**config.mk**
```make
export PLATFORM = sky130hd
export DESIGN_NAME = square_scheduler
export DESIGN_NICKNAME = d
export VERILOG_FILES = /design/src/rtl/square_scheduler.sv
export SDC_FILE = /design/constraint.sdc
export NUM_CORES = 1
export LEC_CHECK = 0
export BUFFER_PORTS_ARGS = -buffer_cell sky130_fd_sc_hd__buf_2
export CORE_UTILIZATION = 40
export CTS_BUF_LIST = sky130_fd_sc_hd__clkbuf_16
export DETAILED_ROUTE_END_ITERATION = 6
export PLACE_DENSITY = 0.73
export SLEW_MARGIN = 30
export SYNTH_ARGS = -nofsm -noshare
export SYNTH_HDL_FRONTEND = slang
export SYNTH_SLANG_ARGS = --single-unit
```
**constraint.sdc**
```tcl
create_clock -name clock -period 3.5 [get_ports clock]
set_input_delay 0.35 -clock clock [delete_from_list [all_inputs] [get_ports clock]]
set_output_delay 0.35 -clock clock [all_outputs]
set_load 0.01 [all_outputs]
```
**src/rtl/square_scheduler.sv**
```systemverilog
// rtl/square_scheduler.sv - spawn/update/respawn sequencer for a bank of square units
// Optional score counter enabled by defining SQ_SCORE_COUNT_EN.
module square_scheduler #(
   parameter int NUM_SQ  = 4,
   parameter int SPEED   = 2,
   parameter int STAGGER = 16
) (
   input  logic                  clock,
   input  logic                  reset,
   input  logic                  vsync,
   input  logic                  game_run,
   input  logic [7:0]            random,
   input  logic [6*NUM_SQ-1:0]   depth_in,
   output logic [NUM_SQ-1:0]     sq_enable,
   output logic [NUM_SQ-1:0]     sq_reset,
   output logic [12:0]           rvalue,
   output logic                  busy,
   output logic                  overrun,
   output logic [9:0]            score
);

   localparam int KW = (NUM_SQ > 1) ? $clog2(NUM_SQ) : 1;

   localparam logic [2:0] IDLE    = 3'd0;
   localparam logic [2:0] SPAWN   = 3'd1;
   localparam logic [2:0] WAIT    = 3'd2;
   localparam logic [2:0] UPDATE  = 3'd3;
   localparam logic [2:0] CHECK   = 3'd4;
   localparam logic [2:0] RESPAWN = 3'd5;

   logic [2:0]        state;
   logic [KW-1:0]     k;
   logic [3:0]        fcnt;
   logic [NUM_SQ-1:0] mask;
   logic [NUM_SQ-1:0] zero_vec;
   logic [NUM_SQ-1:0] k_onehot;
   logic [5:0]        spawn_depth;
   logic              vsync_q;
   logic              tick;
   logic              last_k;
   logic              unused_random;

   assign tick          = vsync & ~vsync_q;
   assign last_k        = (k == KW'(NUM_SQ - 1));
   assign k_onehot      = NUM_SQ'(1) << k;
   assign busy          = (state != IDLE) && (state != WAIT);
   assign unused_random = ^random[7:4];

   // Initial slots are spread back from the far plane so they arrive one after another.
   always_comb begin
      spawn_depth = 6'(63 - int'(k) * STAGGER);
   end

   always_comb begin
      zero_vec = '0;
      for (int i = 0; i < NUM_SQ; i++) begin
         zero_vec[i] = (depth_in[6*i +: 6] == 6'd0);
      end
   end

   always_ff @(posedge clock or negedge reset) begin
      if (!reset) begin
         state     <= IDLE;
         k         <= '0;
         fcnt      <= '0;
         mask      <= '0;
         vsync_q   <= 1'b0;
         sq_enable <= '0;
         sq_reset  <= '0;
         rvalue    <= '0;
         overrun   <= 1'b0;
      end else begin
         vsync_q   <= vsync;
         sq_enable <= '0;
         sq_reset  <= '0;
         if (tick && (state != WAIT)) begin
            overrun <= 1'b1;
         end
         if (!game_run) begin
            state <= IDLE;
            k     <= '0;
            mask  <= '0;
         end else begin
            case (state)
               IDLE: begin
                  state   <= SPAWN;
                  k       <= '0;
                  overrun <= 1'b0;
               end
               SPAWN: begin
                  sq_reset <= k_onehot;
                  rvalue   <= {spawn_depth, 7'b0};
                  if (last_k) begin
                     state <= WAIT;
                     k     <= '0;
                     fcnt  <= '0;
                  end else begin
                     k <= k + 1'b1;
                  end
               end
               WAIT: begin
                  if (tick) begin
                     if (fcnt == 4'(SPEED - 1)) begin
                        fcnt  <= '0;
                        k     <= '0;
                        state <= UPDATE;
                     end else begin
                        fcnt <= fcnt + 4'd1;
                     end
                  end
               end
               UPDATE: begin
                  sq_enable <= k_onehot;
                  if (last_k) begin
                     state <= CHECK;
                     k     <= '0;
                  end else begin
                     k <= k + 1'b1;
                  end
               end
               CHECK: begin
                  mask  <= zero_vec;
                  k     <= '0;
                  state <= (|zero_vec) ? RESPAWN : WAIT;
               end
               RESPAWN: begin
                  // Scan every slot so the sweep length is fixed regardless of how many respawn.
                  if (mask[k]) begin
                     sq_reset <= k_onehot;
                     rvalue   <= {2'b11, random[3:0], 7'b0};
                     mask[k]  <= 1'b0;
                  end
                  if (last_k) begin
                     state <= WAIT;
                     k     <= '0;
                  end else begin
                     k <= k + 1'b1;
                  end
               end
               default: begin
                  state <= IDLE;
                  k     <= '0;
               end
            endcase
         end
      end
   end

`ifdef SQ_SCORE_COUNT_EN
   logic [9:0] score_q;

   always_ff @(posedge clock or negedge reset) begin
      if (!reset) begin
         score_q <= '0;
      end else if (game_run && (state == RESPAWN) && mask[k] && (score_q != 10'd1023)) begin
         score_q <= score_q + 10'd1;
      end
   end

   assign score = score_q;
`else
   assign score = '0;
`endif

endmodule

```
==> results_dict.tcl, run 1 <==
set metrics [dict create \
    first_global_vias 1172 \
    reg2reg_depth 5 \
    clk_pin_slew_ns 0.05 \
    status "completed" \
    ant_nets 0 \
    start_util_pct 42.48 \
    gp_congestion 0.8741 \
    ys_seq_elements 29 \
    io_buffers 47 \
    yosys_warnings 0 \
    p_switching_uw 199.7 \
    synth_cells 163 \
    slowest_stage "dfrtp_1" \
    final_max_slew_viol_count 0 \
    rows 22 \
    worstMarginPinSlew_ns 0.6446 \
    ios 69 \
    clock-sinks 29 \
    cp.required_ns 3.68 \
    grt_max_degree 30 \
    wl_per_cell_microns 12.19 \
    yosysTopAreaCell "dfrtp_1" \
    max_freq_mhz 512.0 \
    pwr-share-seq_pct 42.8 \
    crit_path_end_kind "flip-flop" \
    finClkSkew_ns 0.007359 \
    yosysSeqAreaShare_pct 45.63 \
    synth_top_cells_by_area "dfrtp_1 46%, buf_4 8.0%, ha_1 4.7%" \
    fp.dieArea_sq_um 4232 \
    clockBufferDepth 2 \
    intPower_uw 642.2 \
    peakVddDrop_mv 0.2188 \
    postCtsHoldBufs 0 \
    yosysMostFrequentCell "dfrtp_1" \
    synth.top_cell.area_share_pct 45.63 \
    synth_area_per_cell_sq_um 9.756 \
    hold_path.class "in2async" \
    syn2layout_area_growth_pct 21.87 \
    cts_buffers 5 \
    finalCriticalPeriod_ns 1.953 \
    htreeDepth 2 \
    synthArstFlopShare_pct 100.0 \
    maxSlewHeadroom_pct 57.02 \
    p_leak_uw 0.0009984 \
    die_height_microns 65.06 \
    antenna_found_initial 0 \
    min_period_over_period_pct 55.80 \
    die_x_microns 65.06 \
    power.density_nw_per_um2 434.4 \
    p_comb_share_pct 10.1 \
    critPathMaxStageDelay_ns 0.47 \
    clkPwrFrac_pct 47.1 \
    setup_viol 0 \
    synth.distinct_cells 40 \
    via_per_inst 5.023 \
    crit_fanout 7 \
    start_kind "flip-flop" \
    nNetsFinal 255 \
    drt_iter0_markers 77 \
    diodes 0 \
    grt_use_total_pct 16.99 \
    dp_hpwl_microns 2359 \
    fin_setup_tns_ns 0 \
    synth_common_cells "29 x dfrtp_1, 20 x nand2_1, 17 x buf_4" \
    cap_violations 0 \
    cts_tree "yes" \
    root_buffer "clkbuf_16" \
    core_area_sq_um 3744 \
    syn-cell-area_sq_um 1590 \
    synth_edf_count 0 \
    first_pass_iters 4 \
    routed_wl_microns 3193 \
    drive_gt1_share_pct 28.50 \
    whs_ns 0.1022 \
    grt_pass1_wl_microns 5299 \
    crit_type "reg2reg" \
    num_vias 1316 \
    synth_ff_type "dfrtp_1" \
    worstPathArrival_ns 2.13 \
    drc 0 \
    rsz0062_at_grt "false" \
    grt_overflow 0 \
    insertion_delay_ns 0.27 \
    worstPathCellList "ha_1 > and3b_2 > o211ai_1 > or3_4 > o31ai_2" \
    hold_viol 0 \
    p_sw_share_pct 23.72 \
    cts_resized 0 \
    cts_setup_buffers 0 \
]
==> cell type report <==
type / count / area, sq um
clock buffers: 5 / 125.1
clock inverters: 3 / 13.76
fillers: 358 / 1805
inverters: 8 / 30.03
multi-input cells: 122 / 748.2
flip-flops and latches: 29 / 725.7
well taps: 48 / 60.06
repair buffers: 47 / 235.2
==> registers in the layout (all words and copies together) (netlist names) <==
signal / count
rvalue: 6
fcnt: 4
mask: 4
sq_enable: 4
sq_reset: 4
state: 3
k: 2
overrun: 1
vsync_q: 1
==> cells in the final DEF (no fill, tap or decap), types with 6 or more instances in the layout <==
| master | synthesis | final |
|---|---|---|
| and2_1 | 7 | 7 |
| buf_2 | 0 | 47 |
| conb_1 | 1 | 17 |
| dfrtp_1 | 29 | 29 |
| ha_1 | 6 | 6 |
| inv_1 | 8 | 9 |
| nand2_1 | 20 | 20 |
| nor2_1 | 11 | 11 |
| nor3_1 | 7 | 7 |
| o21ai_0 | 8 | 8 |
==> path summary, 6_finish.rpt <==
| kind | slack [ns] | start | endpoint |
|---|---|---|---|
| setup / recovery | 1.55 | k[0]$_DFFE_PN0P_ | fcnt[3]$_DFFE_PN0P_ |
| hold / removal | 0.10 | reset | mask[3]$_DFFE_PN0P_ |
| max in group asynchronous | 2.98 | reset | sq_enable[1]$_DFF_PN0_ |
| setup reg to reg | 1.55 | k[0]$_DFFE_PN0P_ | fcnt[3]$_DFFE_PN0P_ |
| min in group clock | 0.21 | vsync | vsync_q$_DFF_PN0_ |
| hold reg to reg | 0.47 | rvalue[8]$_DFFE_PN0P_ | rvalue[8]$_DFFE_PN0P_ |
==> power by group through the flow <==
| stage | clock (uW) | sequential [uW] | combinational, uW |
|---|---|---|---|
| final | 397 | 361 | 84.6 |
| after global routing | 422 | 362 | 96.2 |
| after CTS | 408 | 360 | 85.9 |
| after detailed placement | 0 | 366 | 85.2 |
| after global placement | 0 | 366 | 83.4 |
| after floorplan | 0 | 369 | 53.2 |
==> kinds of logic after synthesis <==
group / after synthesis / share of synthesized area [%]
AND/OR/NAND/NOR: 67 / 22.74
AO/OA/AOI/OAI: 31 / 14.16
flip-flops: 29 / 45.63
buffers and inverters: 28 / 11.09
adder cells (fa/ha/maj): 6 / 4.721
multiplexers: 1 / 1.416
other: 1 / 0.2358
==> critical path, delay by kind of cell (launching register included) <==
| family | cells | cell delay (ns) |
|---|---|---|
| AND/OR/NAND/NOR | 2 | 0.62 |
| flip-flops | 1 | 0.47 |
| AO/OA/AOI/OAI | 2 | 0.42 |
| adder cells (fa/ha/maj) | 1 | 0.35 |
==> through the flow <==
stage / utilization [%] / cell area (sq um) / cells / setup WS [ns] / total power (uW)
6_report: 51.77 / 1938 / 262 / 1.547 / 841.8
3_5_place_dp: 48.06 / 1799 / 254 / 1.562 / 451.2
3_3_place_gp: 48.06 / 1799 / 254 / 1.606 / 449.0
5_1_grt: 51.77 / 1938 / 262 / 1.451 / 880.2
4_1_cts: 51.77 / 1938 / 262 / 1.547 / 854.7
2_1_floorplan: - / 1650 / 179 / 1.811 / 422.6
==> metal layers <==
metal	up-vias	part of all wire (%)	GRT usage, %
li1	643	-	-
met1	600	41	20.84
met2	68	49	27.08
met3	5	8.3	5.282
met4	0	1.6	7.880
met5	-	0	0
Note: power is estimated with default switching activity, not from simulation.
==> run 2: changes to the inputs <==
==> constraint.sdc (replaced) <==
create_clock -name clock -period 1.85 [get_ports clock]
set_input_delay 0.185 -clock clock [delete_from_list [all_inputs] [get_ports clock]]
set_output_delay 0.185 -clock clock [all_outputs]
set_load 0.01 [all_outputs]
==> results_dict.tcl, run 2 (synthesis gave the netlist of run 1 again) <==
set metrics [dict create \
    rows 22 \
    cts_tree "yes" \
    cts_buffers 5 \
    insertion_delay_ns 0.27 \
    cts_setup_buffers 0 \
    layout_commonest_cell "buf_2" \
    first_global_vias 1237 \
    die_height_microns 65.06 \
    antenna_found_initial 0 \
    grt_use_total_pct 16.65 \
    cap_violations 0 \
    final_cell_mix "47 x buf_2, 29 x dfrtp_1, 20 x nand2_1" \
    nNetsFinal 263 \
    syn2layout_area_growth_pct 29.03 \
    crit_type "reg2reg" \
    final_max_slew_viol_count 0 \
    r2r_start "k[0]$_DFFE_PN0P_" \
    hold_path.class "in2reg" \
    clockBufferDepth 2 \
    grt_overflow 0 \
    p_leak_uw 0.001058 \
    status "completed" \
    hold_viol 0 \
    drive_gt1_share_pct 31.08 \
    start_kind "flip-flop" \
    drc 0 \
    fin_setup_tns_ns 0 \
    routed_wl_microns 3163 \
    via_per_inst 4.885 \
    fillers 358 \
    worstMarginPinSlew_ns 0.6260 \
    wl_per_cell_microns 11.71 \
    clock-sinks 29 \
    grt_max_degree 30 \
    first_pass_iters 4 \
    final_util_pct 54.81 \
    max_freq_mhz 606.9 \
    fp.dieArea_sq_um 4232 \
    gp_congestion 0.8221 \
    start_util_pct 42.48 \
    ios 69 \
    r2r_setup_slack_ns 0.20 \
    min_period_over_period_pct 89.06 \
    cp.required_ns 1.98 \
    holdPathStages 1 \
    core_area_sq_um 3744 \
    grt_pass1_wl_microns 5319 \
    clk_pin_slew_ns 0.05 \
    min_from "vsync" \
    dp_hpwl_microns 2381 \
    largest-register "rvalue" \
    peakVddDrop_mv 0.4241 \
    rsz0062_at_grt "false" \
    maxSlewHeadroom_pct 58.27 \
    io_buffers 47 \
    worstPathArrival_ns 1.78 \
    num_vias 1319 \
    die_x_microns 65.06 \
    largest_register_ffs 6 \
    crit_fanout 8 \
    crit_path_end_kind "flip-flop" \
    htreeDepth 2 \
    root_buffer "clkbuf_16" \
    finClkSkew_ns 0.002000 \
    power.density_nw_per_um2 916.8 \
    diodes 0 \
    setup_viol 0 \
    finalCriticalPeriod_ns 1.648 \
    ant_nets 0 \
    holdPathEnd "vsync_q$_DFF_PN0_" \
    r2r-end "rvalue[8]$_DFFE_PN0P_" \
    whs_ns 0.05026 \
    drt_iter0_markers 47 \
    reg2reg_depth 3 \
]
[run 2: changes by cell type in the layout (fill, tap and decap cells not counted), sizes merged]
cell,previous run,this run
inv,9,8
dlygate4sd3,0,1
bufinv,0,2
clkinv,2,1
buf,47,54
[run 2: worst max-delay path, stage by stage, from the launching register on]
cell,delay [ns]
dfrtp_1,0.40
mux4_2,0.58
o2111ai_2,0.36
o21ai_0,0.17
[run 2: area by class of cell]
cell class / count / area [sq um] / share of cell area [%]
multi-input combinational: 122 / 748.2 / 36.46
sequential: 29 / 725.7 / 35.37
timing repair buffer: 55 / 297.8 / 14.51
clock buffer: 5 / 125.1 / 6.098
clock inverter: 3 / 65.06 / 3.171
tap: 48 / 60.06 / 2.927
inverter: 8 / 30.03 / 1.463
[run 2: worst max path at each step]
stage                                 from                      to  depth (start not counted)  slack (ns)
after floorplan           k[0]$_DFFE_PN0P_     fcnt[3]$_DFFE_PN0P_                          5        0.16
after global placement        depth_in[21]    state[1]$_DFFE_PN0P_                          5        0.21
after detailed placement      depth_in[21]    state[1]$_DFFE_PN0P_                          5        0.19
after CTS                 k[0]$_DFFE_PN0P_   rvalue[8]$_DFFE_PN0P_                          3        0.20
after global routing      k[0]$_DFFE_PN0P_  rvalue[10]$_DFFE_PN0P_                          3        0.06
final                     k[0]$_DFFE_PN0P_   rvalue[8]$_DFFE_PN0P_                          3        0.20
[run 2: timing repair]
| action | in CTS | in global routing |
|---|---|---|
| endpoints found under the hold margin | 29 | 0 |
| resized for setup | 0 | 0 |
| hold buffers | 1 | 0 |
| setup endpoints to repair | 0 | 0 |
[run 2: per-stage QoR]
stage / setup WS [ns] / instances / area (sq um) / power, uW
2_1_floorplan: 0.1610 / 179 / 1650 / 799.5
3_3_place_gp: 0.2078 / 261 / 1852 / 855.5
3_5_place_dp: 0.1908 / 261 / 1852 / 859.5
4_1_cts: 0.1986 / 270 / 2052 / 1904
5_1_grt: 0.06079 / 270 / 2052 / 1957
6_report: 0.2024 / 270 / 2052 / 1881
[run 2: where the power goes]
part	switching (uW)	internal, uW	total, uW
combinational	99.0	72.6	172
clock	265	767	1030
sequential	16.0	662	678
total	380	1500	1880
[run 2: layer usage]
layer	wire [microns]	global-route usage, %	vias to the layer above	share of wire [%]
met5	0	0	-	0
met4	30	5.163	0	0.95
met3	237	5.458	3	7.5
met2	1481	27.73	56	47
met1	1413	20.27	607	45
li1	-	-	653	-
==> run 3: changes to the inputs <==
--- a/config.mk
+++ b/config.mk
@@ -5,11 +5,12 @@
 export SDC_FILE = /design/constraint.sdc
 export NUM_CORES = 1
 export LEC_CHECK = 0
-export BUFFER_PORTS_ARGS = -buffer_cell sky130_fd_sc_hd__buf_2
+export BUFFER_PORTS_ARGS = -buffer_cell sky130_fd_sc_hd__buf_4
 export CORE_UTILIZATION = 40
 export CTS_BUF_LIST = sky130_fd_sc_hd__clkbuf_16
 export DETAILED_ROUTE_END_ITERATION = 6
-export PLACE_DENSITY = 0.73
+export PLACE_DENSITY = 0.77
+export RECOVER_POWER = 50
 export SLEW_MARGIN = 30
 export SYNTH_ARGS = -nofsm -noshare
 export SYNTH_HDL_FRONTEND = slang
==> results_dict.tcl, run 3 (synthesis gave the netlist of run 1 again) <==
set metrics [dict create \
    status "completed" \
    min_period_over_period_pct 88.66 \
    hold_viol 0 \
    drive_gt1_share_pct 27.03 \
    nNetsFinal 263 \
    path_buf_inv 0 \
    rows 22 \
    final_util_pct 55.72 \
    cts_tree "yes" \
    clockBufferDepth 2 \
    core_area_sq_um 3744 \
    crit_fanout 8 \
    finClkSkew_ns 0.003938 \
    htreeDepth 2 \
    max_freq_mhz 609.7 \
    clk_pin_slew_ns 0.05 \
    worstPathArrival_ns 1.78 \
    clock-sinks 29 \
    grt_max_degree 30 \
    worstPathCellList "mux4_2 > o2111ai_2 > o21ai_0" \
    multi_input_area_sq_um 748.2 \
    diodes 0 \
    slowest_stage "mux4_2" \
    ant_nets 0 \
    worstMarginPinSlew_ns 0.7056 \
    finalPower_uw 1620 \
    p_comb_share_pct 12.3 \
    instances_no_fill 270 \
    fp.dieArea_sq_um 4232 \
    hold_path.class "in2reg" \
    wl_per_cell_microns 12.25 \
    root_buffer "clkbuf_16" \
    drc 0 \
    via_per_inst 5.059 \
    routed_wl_microns 3308 \
    fillers 349 \
    largest-register "rvalue" \
    dp.cells 261 \
    clkPwrFrac_pct 45.8 \
    path_delay_family "multiplexers" \
    drt_iter0_markers 45 \
    p_leak_uw 0.001040 \
    maxSlewHeadroom_pct 52.96 \
    ios 69 \
    crit_path_end_kind "flip-flop" \
    rsz0062_at_grt "false" \
    first_pass_iters 4 \
    layout_commonest_cell "buf_4" \
    seq_area_sq_um 725.7 \
    antenna_found_initial 0 \
    whs_ns 0.05091 \
    start_kind "flip-flop" \
    start_util_pct 42.48 \
    finalCriticalPeriod_ns 1.640 \
    fin_setup_tns_ns 0 \
    grt_use_total_pct 17.27 \
    num_vias 1366 \
    pwr-share-seq_pct 41.9 \
    intPower_uw 1247 \
    cp.required_ns 1.99 \
    crit_type "reg2reg" \
    syn2layout_area_growth_pct 31.16 \
    die_x_microns 65.06 \
    grt_overflow 0 \
    setup_viol 0 \
    cts_resized 0 \
    first_global_vias 1263 \
    peakVddDrop_mv 0.3636 \
    p_sw_share_pct 23.05 \
    critPathMaxStageDelay_ns 0.59 \
    die_height_microns 65.06 \
    cts_buffers 5 \
    dp_hpwl_microns 2619 \
    power.density_nw_per_um2 776.9 \
    gp_congestion 0.8421 \
    largest_register_ffs 6 \
    p_switching_uw 373.5 \
    io_buffers 47 \
    final_cell_mix "45 x buf_4, 29 x dfrtp_1, 20 x nand2_1" \
    grt_pass1_wl_microns 5423 \
    cap_violations 0 \
    final_max_slew_viol_count 0 \
    insertion_delay_ns 0.27 \
]
run 3: cell count changes in the layout (fill, tap and decap cells not counted):
cell / before / now
clkbuf_1: 0 / 8
clkinv_2: 1 / 2
buf_2: 47 / 0
inv_1: 8 / 9
clkbuf_2: 0 / 1
buf_4: 7 / 45
bufinv_16: 2 / 0
run 3: area by class of cell:
cell class / instances / share of cell area (%)
clock buffer: 5 / 5.999
clock inverter: 3 / 0.6599
inverter: 8 / 1.440
multi-input combinational: 122 / 35.87
sequential: 29 / 34.79
tap: 48 / 2.879
timing repair buffer: 55 / 18.36
run 3: per-layer routing:
metal	up-vias	part of all wire (%)	track usage [%]
met4	0	1.5	6.522
met2	58	49	29.30
met3	6	8.5	5.810
li1	658	-	-
met5	-	0	0
met1	644	41	20.02
run 3: metrics by stage:
| stage | worst slack, ns | cell area [sq um] |
|---|---|---|
| 4_1_cts | 0.1958 | 2118 |
| 2_1_floorplan | 0.1610 | 1650 |
| 3_3_place_gp | 0.2109 | 1969 |
| 6_report | 0.2099 | 2086 |
| 5_1_grt | 0.08182 | 2086 |
| 3_5_place_dp | 0.1766 | 1969 |
run 3: final timing paths:
path                                  startpoint                    end  slack [ns]  depth (start not counted)
min in group asynchronous                  reset    fcnt[0]$_DFFE_PN0P_        0.50                          2
max reg2reg                     k[0]$_DFFE_PN0P_  rvalue[9]$_DFFE_PN0P_        0.21                          3
min reg2reg                rvalue[8]$_DFFE_PN0P_  rvalue[8]$_DFFE_PN0P_        0.49                          2
max                             k[0]$_DFFE_PN0P_  rvalue[9]$_DFFE_PN0P_        0.21                          3
min                                        vsync      vsync_q$_DFF_PN0_        0.05                          1
max in group asynchronous                  reset    mask[3]$_DFFE_PN0P_        0.89                          2
run 3: timing repair:
item,CTS,global route
hold buffers,1,0
hold endpoints to repair,29,0
setup buffers,0,0
run 3: power by group through the flow:
stage	registers, uW	clock network, uW	logic, uW
after global routing	682	794	222
after floorplan	699	0	101
after global placement	689	0	198
after detailed placement	689	0	203
after CTS	679	762	205
final	679	742	200
